--- config.mk ---
export PLATFORM = sky130hd
export DESIGN_NAME = rf_writeback_arbiter
export DESIGN_NICKNAME = d
export VERILOG_FILES = /design/src/rtl/rf_wb_pkg.sv /design/src/rtl/rf_wb_fifo.sv /design/src/rtl/rf_writeback_arbiter.sv
export SDC_FILE = /design/constraint.sdc
export NUM_CORES = 1
export LEC_CHECK = 0
export CAP_MARGIN = 25
export CORE_UTILIZATION = 55
export DETAILED_ROUTE_END_ITERATION = 12
export PLACE_DENSITY_LB_ADDON = 0.05
export REMOVE_ABC_BUFFERS = 1
export SLEW_MARGIN = 10
export SYNTH_ARGS = -nofsm -noshare
export SYNTH_HDL_FRONTEND = slang
export SYNTH_HIERARCHICAL = 1
export SYNTH_SLANG_ARGS = --single-unit
--- constraint.sdc ---
create_clock -name clk -period 4.91 [get_ports clk]
set_clock_uncertainty 0.1 [all_clocks]
set_input_delay 0.491 -clock clk [delete_from_list [all_inputs] [get_ports clk]]
set_output_delay 0.491 -clock clk [all_outputs]
set_load 0.05 [all_outputs]
--- src/rtl/rf_wb_pkg.sv ---
// rf_wb_pkg: shared types and helpers for the register-file writeback arbiter.
package rf_wb_pkg;
  localparam int REG_IDX_W = 5;
  localparam int DATA_W = 32;
  typedef struct packed {
    logic [REG_IDX_W-1:0] rd;
    logic [DATA_W-1:0]    data;
    logic                 live;
  } wb_req_t;
  function automatic logic rd_match(input logic [REG_IDX_W-1:0] a, input logic [REG_IDX_W-1:0] b);
    return a == b && a != '0;
  endfunction
endpackage

--- src/rtl/rf_wb_fifo.sv ---
// rf_wb_fifo: circular buffer of pending B writes with WAW live-bit kill and per-entry query compare.
module rf_wb_fifo
  import rf_wb_pkg::*;
#(
  parameter int DEPTH = 4
) (
  input  logic                            clk,
  input  logic                            rst,
  input  logic                            push_i,
  input  wb_req_t                         push_req_i,
  input  logic                            pop_i,
  input  logic                            kill_i,
  input  logic [REG_IDX_W-1:0]            kill_rd_i,
  input  logic [1:0][REG_IDX_W-1:0]       q_rs_i,
  output wb_req_t                         head_o,
  output logic                            full_o,
  output logic                            empty_o,
  output logic [$clog2(DEPTH):0]          count_o,
  output logic [1:0]                      q_hit_o
`ifdef RF_WB_BYPASS_EN
  ,
  output logic [1:0][DATA_W-1:0]          q_data_o
`endif
);
  localparam int PW = $clog2(DEPTH);
  wb_req_t     mem_q [DEPTH];
  logic [PW:0] wr_q, rd_q;
  logic [PW-1:0] idx;
  assign count_o = wr_q - rd_q;
  assign empty_o = wr_q == rd_q;
  assign full_o  = (wr_q[PW] != rd_q[PW]) && (wr_q[PW-1:0] == rd_q[PW-1:0]);
  assign head_o  = mem_q[rd_q[PW-1:0]];
  // Popping clears the live bit, so live alone marks an occupied, still-valid entry.
  always_ff @(posedge clk) begin
    if (rst) begin
      wr_q <= '0;
      rd_q <= '0;
      for (int i = 0; i < DEPTH; i++) mem_q[i].live <= 1'b0;
    end else begin
      for (int i = 0; i < DEPTH; i++)
        if (kill_i && rd_match(mem_q[i].rd, kill_rd_i)) mem_q[i].live <= 1'b0;
      if (pop_i) begin
        mem_q[rd_q[PW-1:0]].live <= 1'b0;
        rd_q <= rd_q + (PW+1)'(1);
      end
      if (push_i) begin
        mem_q[wr_q[PW-1:0]].rd   <= push_req_i.rd;
        mem_q[wr_q[PW-1:0]].data <= push_req_i.data;
        mem_q[wr_q[PW-1:0]].live <= push_req_i.live && !(kill_i && rd_match(push_req_i.rd, kill_rd_i));
        wr_q <= wr_q + (PW+1)'(1);
      end
    end
  end
  // Walk oldest to youngest so the last match found is the youngest.
  always_comb begin
    q_hit_o = '0;
    idx = '0;
`ifdef RF_WB_BYPASS_EN
    q_data_o = '0;
`endif
    for (int q = 0; q < 2; q++)
      for (int k = 0; k < DEPTH; k++) begin
        idx = rd_q[PW-1:0] + PW'(k);
        if (mem_q[idx].live && rd_match(mem_q[idx].rd, q_rs_i[q])) begin
          q_hit_o[q] = 1'b1;
`ifdef RF_WB_BYPASS_EN
          q_data_o[q] = mem_q[idx].data;
`endif
        end
      end
  end
endmodule

--- src/rtl/rf_writeback_arbiter.sv ---
// rf_writeback_arbiter: merges ALU (A) and buffered load (B) results into the single RF write port.
// Optional forwarding data on the query ports is enabled by defining RF_WB_BYPASS_EN.
module rf_writeback_arbiter
  import rf_wb_pkg::*;
#(
  parameter int WIDTH      = DATA_W,
  parameter int DEPTH      = 4,
  parameter int STARVE_MAX = 8
) (
  input  logic                     clk,
  input  logic                     rst,
  input  logic                     a_valid,
  output logic                     a_ready,
  input  logic [REG_IDX_W-1:0]     a_rd,
  input  logic [WIDTH-1:0]         a_data,
  input  logic                     b_valid,
  output logic                     b_ready,
  input  logic [REG_IDX_W-1:0]     b_rd,
  input  logic [WIDTH-1:0]         b_data,
  output logic                     wb_we,
  output logic [REG_IDX_W-1:0]     wb_rd,
  output logic [WIDTH-1:0]         wb_data,
  input  logic [REG_IDX_W-1:0]     q1_rs,
  input  logic [REG_IDX_W-1:0]     q2_rs,
  output logic                     q1_pend,
  output logic                     q2_pend,
`ifdef RF_WB_BYPASS_EN
  output logic [WIDTH-1:0]         q1_data,
  output logic [WIDTH-1:0]         q2_data,
`endif
  output logic [$clog2(DEPTH):0]   b_count
);
  localparam int SW = $clog2(STARVE_MAX + 1);
  wb_req_t              head, push_req;
  logic                 full, empty, force_pop, a_acc, pop, push;
  logic [1:0]           fifo_hit, wb_hit;
  logic [SW-1:0]        starve_q, starve_d;
  logic                 wb_we_q, wb_we_d;
  logic [REG_IDX_W-1:0] wb_rd_q, wb_rd_d;
  logic [WIDTH-1:0]     wb_data_q, wb_data_d;
`ifdef RF_WB_BYPASS_EN
  logic [1:0][WIDTH-1:0] fifo_data;
`endif
  always_comb begin
    force_pop = starve_q == SW'(STARVE_MAX) && !empty;
    a_ready   = !rst && !force_pop;
    b_ready   = !rst && !full;
    a_acc     = a_valid && a_ready;
    pop       = !rst && !empty && !a_acc;
    push      = b_valid && b_ready && b_rd != '0;
    push_req  = '{rd: b_rd, data: b_data, live: 1'b1};
    wb_we_d   = a_acc ? a_rd != '0 : pop && head.live;
    wb_rd_d   = a_acc ? a_rd : head.rd;
    wb_data_d = a_acc ? a_data : head.data;
    starve_d  = (empty || pop) ? '0 : (starve_q == SW'(STARVE_MAX) ? starve_q : starve_q + SW'(1));
  end
  always_ff @(posedge clk) begin
    if (rst) begin
      wb_we_q   <= 1'b0;
      wb_rd_q   <= '0;
      wb_data_q <= '0;
      starve_q  <= '0;
    end else begin
      wb_we_q  <= wb_we_d;
      starve_q <= starve_d;
      if (wb_we_d) begin
        wb_rd_q   <= wb_rd_d;
        wb_data_q <= wb_data_d;
      end
    end
  end
  // An accepted A is younger than everything queued, so it kills matching B entries.
  rf_wb_fifo #(.DEPTH(DEPTH)) u_fifo (
    .clk        (clk),
    .rst        (rst),
    .push_i     (push),
    .push_req_i (push_req),
    .pop_i      (pop),
    .kill_i     (a_acc),
    .kill_rd_i  (a_rd),
    .q_rs_i     ({q2_rs, q1_rs}),
    .head_o     (head),
    .full_o     (full),
    .empty_o    (empty),
    .count_o    (b_count),
    .q_hit_o    (fifo_hit)
`ifdef RF_WB_BYPASS_EN
    ,
    .q_data_o   (fifo_data)
`endif
  );
  always_comb begin
    wb_hit[0] = wb_we_q && rd_match(wb_rd_q, q1_rs);
    wb_hit[1] = wb_we_q && rd_match(wb_rd_q, q2_rs);
    q1_pend   = fifo_hit[0] || wb_hit[0];
    q2_pend   = fifo_hit[1] || wb_hit[1];
`ifdef RF_WB_BYPASS_EN
    q1_data   = fifo_hit[0] ? fifo_data[0] : (wb_hit[0] ? wb_data_q : '0);
    q2_data   = fifo_hit[1] ? fifo_data[1] : (wb_hit[1] ? wb_data_q : '0);
`endif
  end
  assign wb_we   = wb_we_q;
  assign wb_rd   = wb_rd_q;
  assign wb_data = wb_data_q;
endmodule

# Word-level counts from Yosys, hierarchy flattened
# Memories as Yosys holds them, arrays and structs flattened. A register that Yosys moved wholly into a read port is not among the register bits.
# Cells that the tools add are included.
[totals] register_bits=48 ramBits=152 in_bits=88 out_inout_bits=45 wordCells=139 mem_count=1
[mem_list] name="u_fifo.mem_q" words=4 width=38 read_ports=8 rd_clocked_by_memory_dff=1 write_ports=5 line_no="rf_wb_fifo.sv:26" text="wb_req_t mem_q [DEPTH];"
[classes] addsub=7 eq_ne=19 muxes=40 bitwise=4 n_reduce_logical=62
[op_table] operator="5-bit equality test" count=15
[op_table] operator="5-bit nonzero test" count=11
[op_table] operator="1-bit logical AND" count=40
[op_table] operator="38-bit 2-to-1 mux" count=1
[op_table] operator="38-bit OR reduction" count=1
[op_table] operator="1-bit 2-to-1 mux" count=33
[op_table] operator="32-bit 2-to-1 mux" count=1
[op_table] operator="2-bit 2-to-1 mux" count=4
[op_table] operator="3-bit by 1-bit adder with 3-bit output, second input constant" count=2
[op_table] operator="1-bit logical NOT" count=6
[op_table] operator="5-bit 2-to-1 mux" count=1
[op_table] operator="2-bit adder, second input constant" count=2
[op_table] operator="4-bit by 1-bit adder with 4-bit output, second input constant" count=1
[op_table] operator="4-bit equality test, second input constant" count=1
[op_table] operator="1-bit bitwise OR" count=4
[op_table] operator="3-bit equality test" count=1
[op_table] operator="1-bit logical OR" count=3
[op_table] operator="3-bit subtractor" count=1
[op_table] operator="2-bit by 1-bit adder with 2-bit output, second input constant" count=1
[op_table] operator="2-bit equality test" count=1
[op_table] operator="2-bit OR reduction" count=1
[op_table] operator="1-bit != test" count=1

# Longest topological paths before layout
[depth] word_depth=13 ltp_mapped=15 ltp_nobuf=11

# Modules after synthesis
# Netlist, hierarchy kept.
[by_module_without_submodules] mod="rf_wb_fifo" instances=1 cells_per_inst=433 area_each_um2=7450.9 seq_area_each_um2=4724.5
[by_module_without_submodules] mod="rf_writeback_arbiter" instances=1 cells_per_inst=221 area_each_um2=2279.7 seq_area_each_um2=840.8

# Worst setup path before layout
# Ideal clock, no wire load.
[synth_path] path_type="register to register" from="register u_fifo.rd_q[1]" to="memory u_fifo/mem_q[3][10] in the netlist's numbering (enable)" setup_ps=431 arrival_time_ps=4072 t_required_ps=4379 path_slack_ps=307 stages_incl_launch_ff=11 path_buffers=1 period_less_slack_ps=4603 cell_sequence="dfxtp_1 > buf_1 > inv_1 > ha_1 > nand2_1 > nor2_1 > nor2_1 > nand2_1 > a21oi_1 > nand2_1 > nor2_1"
[synth_rtl] element="start, declared" line_no="rf_wb_fifo.sv:27" text="logic [PW:0] wr_q, rd_q;"
[synth_rtl] element="start signal, assigned" line_no="rf_wb_fifo.sv:44" text="rd_q <= rd_q + (PW+1)'(1);"
[synth_rtl] element="end, declared" line_no="rf_wb_fifo.sv:26"

# Worst setup path after layout
[layout_path] from="register u_fifo.rd_q[1]" to="output port q2_pend"
[layout_between] elab_chain_len=9 word_cells_on_any_way=20 cone_classes="add/sub (3); eq/ne (3); mux (3); reduce/logical (10); memory (1)"
[layout_lines] element="2-bit by 1-bit adder with 2-bit output" line_no="rf_wb_fifo.sv:63" text="idx = rd_q[PW-1:0] + PW'(k);"
[layout_lines] element="memory 4 x 38 bit *"
[layout_lines] element="5-bit equality test / 5-bit nonzero test (equally long branches)"
[layout_lines] element="1-bit logical AND" line_no="rf_wb_pkg.sv:11" text="return a == b && a != '0;"
[layout_lines] element="1-bit logical AND" line_no="rf_wb_fifo.sv:64" text="if (mem_q[idx].live && rd_match(mem_q[idx].rd, q_rs_i[q])) begin"
[layout_lines] element="1-bit 2-to-1 mux (2 in a row)" line_no="rf_wb_fifo.sv:64"
[layout_lines] element="1-bit 2-to-1 mux *" line_no="rf_wb_fifo.sv:64"
[layout_lines] element="via fifo_hit[1]" line_no="rf_writeback_arbiter.sv:36" text="logic [1:0] fifo_hit, wb_hit;"
[layout_lines] element="1-bit logical OR *" line_no="rf_writeback_arbiter.sv:96" text="q2_pend = fifo_hit[1] || wb_hit[1];"
[layout_lines] element="end, declared" line_no="rf_writeback_arbiter.sv:26" text="output logic q2_pend,"
# Mark *: on every way through the listed nets, which the timed path passes. The rest lies on a longest branch.

==> reports/results.ini <==
[outcome]
outcome=complete, no violations

[synth]
yosys_register_bits=202
synth_top_cell_by_area=edfxtp_1
synth_cells=654
synth_edf_count=152
ys_top_cells_by_area=edfxtp_1 (47%), mux4_2 (12%), dfxtp_1 (10%)
synth_seq_area_share_pct=57.2
synth_top_cell_area_share_pct=46.9
syn_avg_cell_area_um2=14.9
ys.warnings.count=6
syn_area_um2=9730
async_flop_share_pct=0
synthFlopType=edfxtp_1
ys_types=53

[critical_path]
setup.worst_path.start_class=flip-flop
cpPeakStageDelay_ns=0.52
crit_path_top_delay_cell=ha_1
cp_max_fo=20
crit_buf_inv=4
crit_top_cell=nand3_1
cp-end-kind=primary output
path_cells=buf_4 -> inv_1 -> ha_1 -> buf_16 -> mux2_2 -> mux2i_1 -> xor2_1 -> nand3_1 -> or4_1 -> nand3_1 -> a41o_1 -> buf_12
r2r_slack_ns=1.16
criticalPathCategory=flip-flop to primary output
cp_top_family=buffers and inverters
critPathArrivalTime_ns=3.59
critPathRequiredTime_ns=4.32

[pwr]
p_switching_mw=1.16
intPower_mw=3.26
finalPower_mw=4.43
p_per_area_nw_per_um2=368
ir_worst_vdd_v=0.000357
p_seq_share_pct=43.5
swShare_pct=26.3
p_leak_nw=3.94
pwr-share-clk_pct=38.6
power.share.combinational_pct=17.9

[global_routing]
grt_start_max_net_pins=44
grt_pass1_wl_mm=35.9
grt_pass1_vias=6444
antenna_found_initial=0
grt_overflow=0
grt.total_usage_pct=26.1

[timing]
setup-tns-final_ns=0
finalSetupViolations=0
slew_viol_final=0
fmax_ghz=0.239
finalCritPeriodShare_pct=85.1
fin_crit_ns=4.18
rsz0062_at_grt=no
worst_pin_slew_ns=0.979
worst_slack_ns=0.732
hold_viol=0
slew_headroom_pct=34.8

[clocking]
cts_buffers=22
clockBufferDepth=3
h-tree-depth=1
path_clk_slew_ns=0.06
cts_resized=0
holdBufCountCts=0
clk_latency_ns=0.52
cts_tree=done
cts_setup_buffers=0
cts_root_buf=clkbuf_16
clock_sinks=202

[drt]
ant_nets=0
dr.pass1.iters=5
wl_mm=23.4
vias=6234
wl_per_cell_um=23.0
drc_errors=0
drt_iter0_markers=427
vias_per_cell=6.12

[place]
dp_hpwl_mm=14.8
globalplace.congestion=0.862
place_area_um2=11200
pre_cts_slack_ns=0.952
place_inst=976
port_buffers=132

[min_path]
hp-class=flip-flop to flip-flop

[floorplan]
initial_utilization_pct=56.3
dieHeight_um=135
ios=133
core_area_um2=17300
dieWidth_um=135
fp.dieArea_um2=18200
row_count=48

[layout]
finalNonFillerCells=1019
final_common_cell=edfxtp_1
syn2layout_area_growth_pct=23.5
design_area_um2=12000
final_cell_mix=edfxtp_1 (152), clkdlybuf4s50_1 (129), mux4_2 (51)
num-nets-final=879
layout-drive-gt1-share_pct=17.6
diodes=0

[flow_run]
max-cap-violations=0

-- registers in the layout, summed over array words and instances (netlist names), named ones only --
name          cells
starve_q          4
u_fifo/mem_q    152
u_fifo/rd_q       3
u_fifo/wr_q       3
wb_data          32
wb_rd             5
wb_we             1
-- final cells by class --
type	instances	area, µm²
sequential	202	5570
inverter	13	51.3
multi-input combinational	396	3880
clock inverter	15	183
clock buffer	25	582
fill	1193	5280
timing repair buffer	143	1480
tap	225	282
-- power groups by stage --
stage          sequential [mW]  combinational, mW  clock [mW]
3_5_place_dp              1.96              0.772           0
4_1_cts                   1.93              0.777        1.74
2_1_floorplan             2.09              0.358           0
3_3_place_gp              1.96              0.757           0
5_1_grt                   1.93              0.840        1.81
6_report                  1.93              0.791        1.71
-- worst paths after layout --
kind / from / to / cells past startpoint
setup / recovery: u_fifo/rd_q[1]$_SDFFE_PP0P_ / q2_pend / 12
setup reg to reg: u_fifo/rd_q[0]$_SDFFE_PP0P_ / u_fifo/mem_q[3][0]$_SDFFCE_PN0P_ / 11
hold / removal: starve_q[0]$_SDFFE_PP0P_ / starve_q[0]$_SDFFE_PP0P_ / 1
hold reg to reg: starve_q[0]$_SDFFE_PP0P_ / starve_q[0]$_SDFFE_PP0P_ / 1
-- stage by stage --
step	util [%]	hold WS, ns
after CTS	69.0	0.405
after global placement	64.6	0.362
after global routing	69.5	0.431
final	69.5	0.404
after detailed placement	64.6	0.397
after floorplan	-	0.350
-- kinds of logic after synthesis --
group / Yosys count / share of synthesized area [%]
simple gates: 96 / 5.52
other cells: 1 / 0.0385
mux: 103 / 17.4
flops: 202 / 57.2
fa+ha+maj: 13 / 1.75
buf+inv: 56 / 3.30
compound gates: 106 / 7.90
xor+xnor: 77 / 6.93
-- per-layer routing --
layer  wire, µm  up-vias  share of wire, %  track usage (%)
li1           -     2802                 -                -
met1       9910     3147                42             35.0
met3       1380       49               5.9             4.62
met2      11500      236                49             43.8
met4        633        0               2.7             7.87
met5          0        -                 0                0
-- worst register-to-register path, stage by stage (launching register included) --
cell and delay, ns:
dfxtp_1 0.33, buf_4 0.34, ha_1 0.34, and3_1 0.29, nor4bb_4 0.47, nor2_4 0.07, nand2_4 0.13, inv_4 0.24
nor3_1 0.74, nand2_1 0.18, nand2_1 0.12, a311o_1 0.12
-- cells in the mapped netlist (all sizes together), types with 16 or more instances --
library cell and count:
buf 28, edfxtp 152, nor2 20, a211oi 40, nand3 16, a21oi 50, mux2i 47, dfxtp 50
mux4 52, nor3 20, xor2 44, xnor2 33
Power figures use the tool's default switching activity.
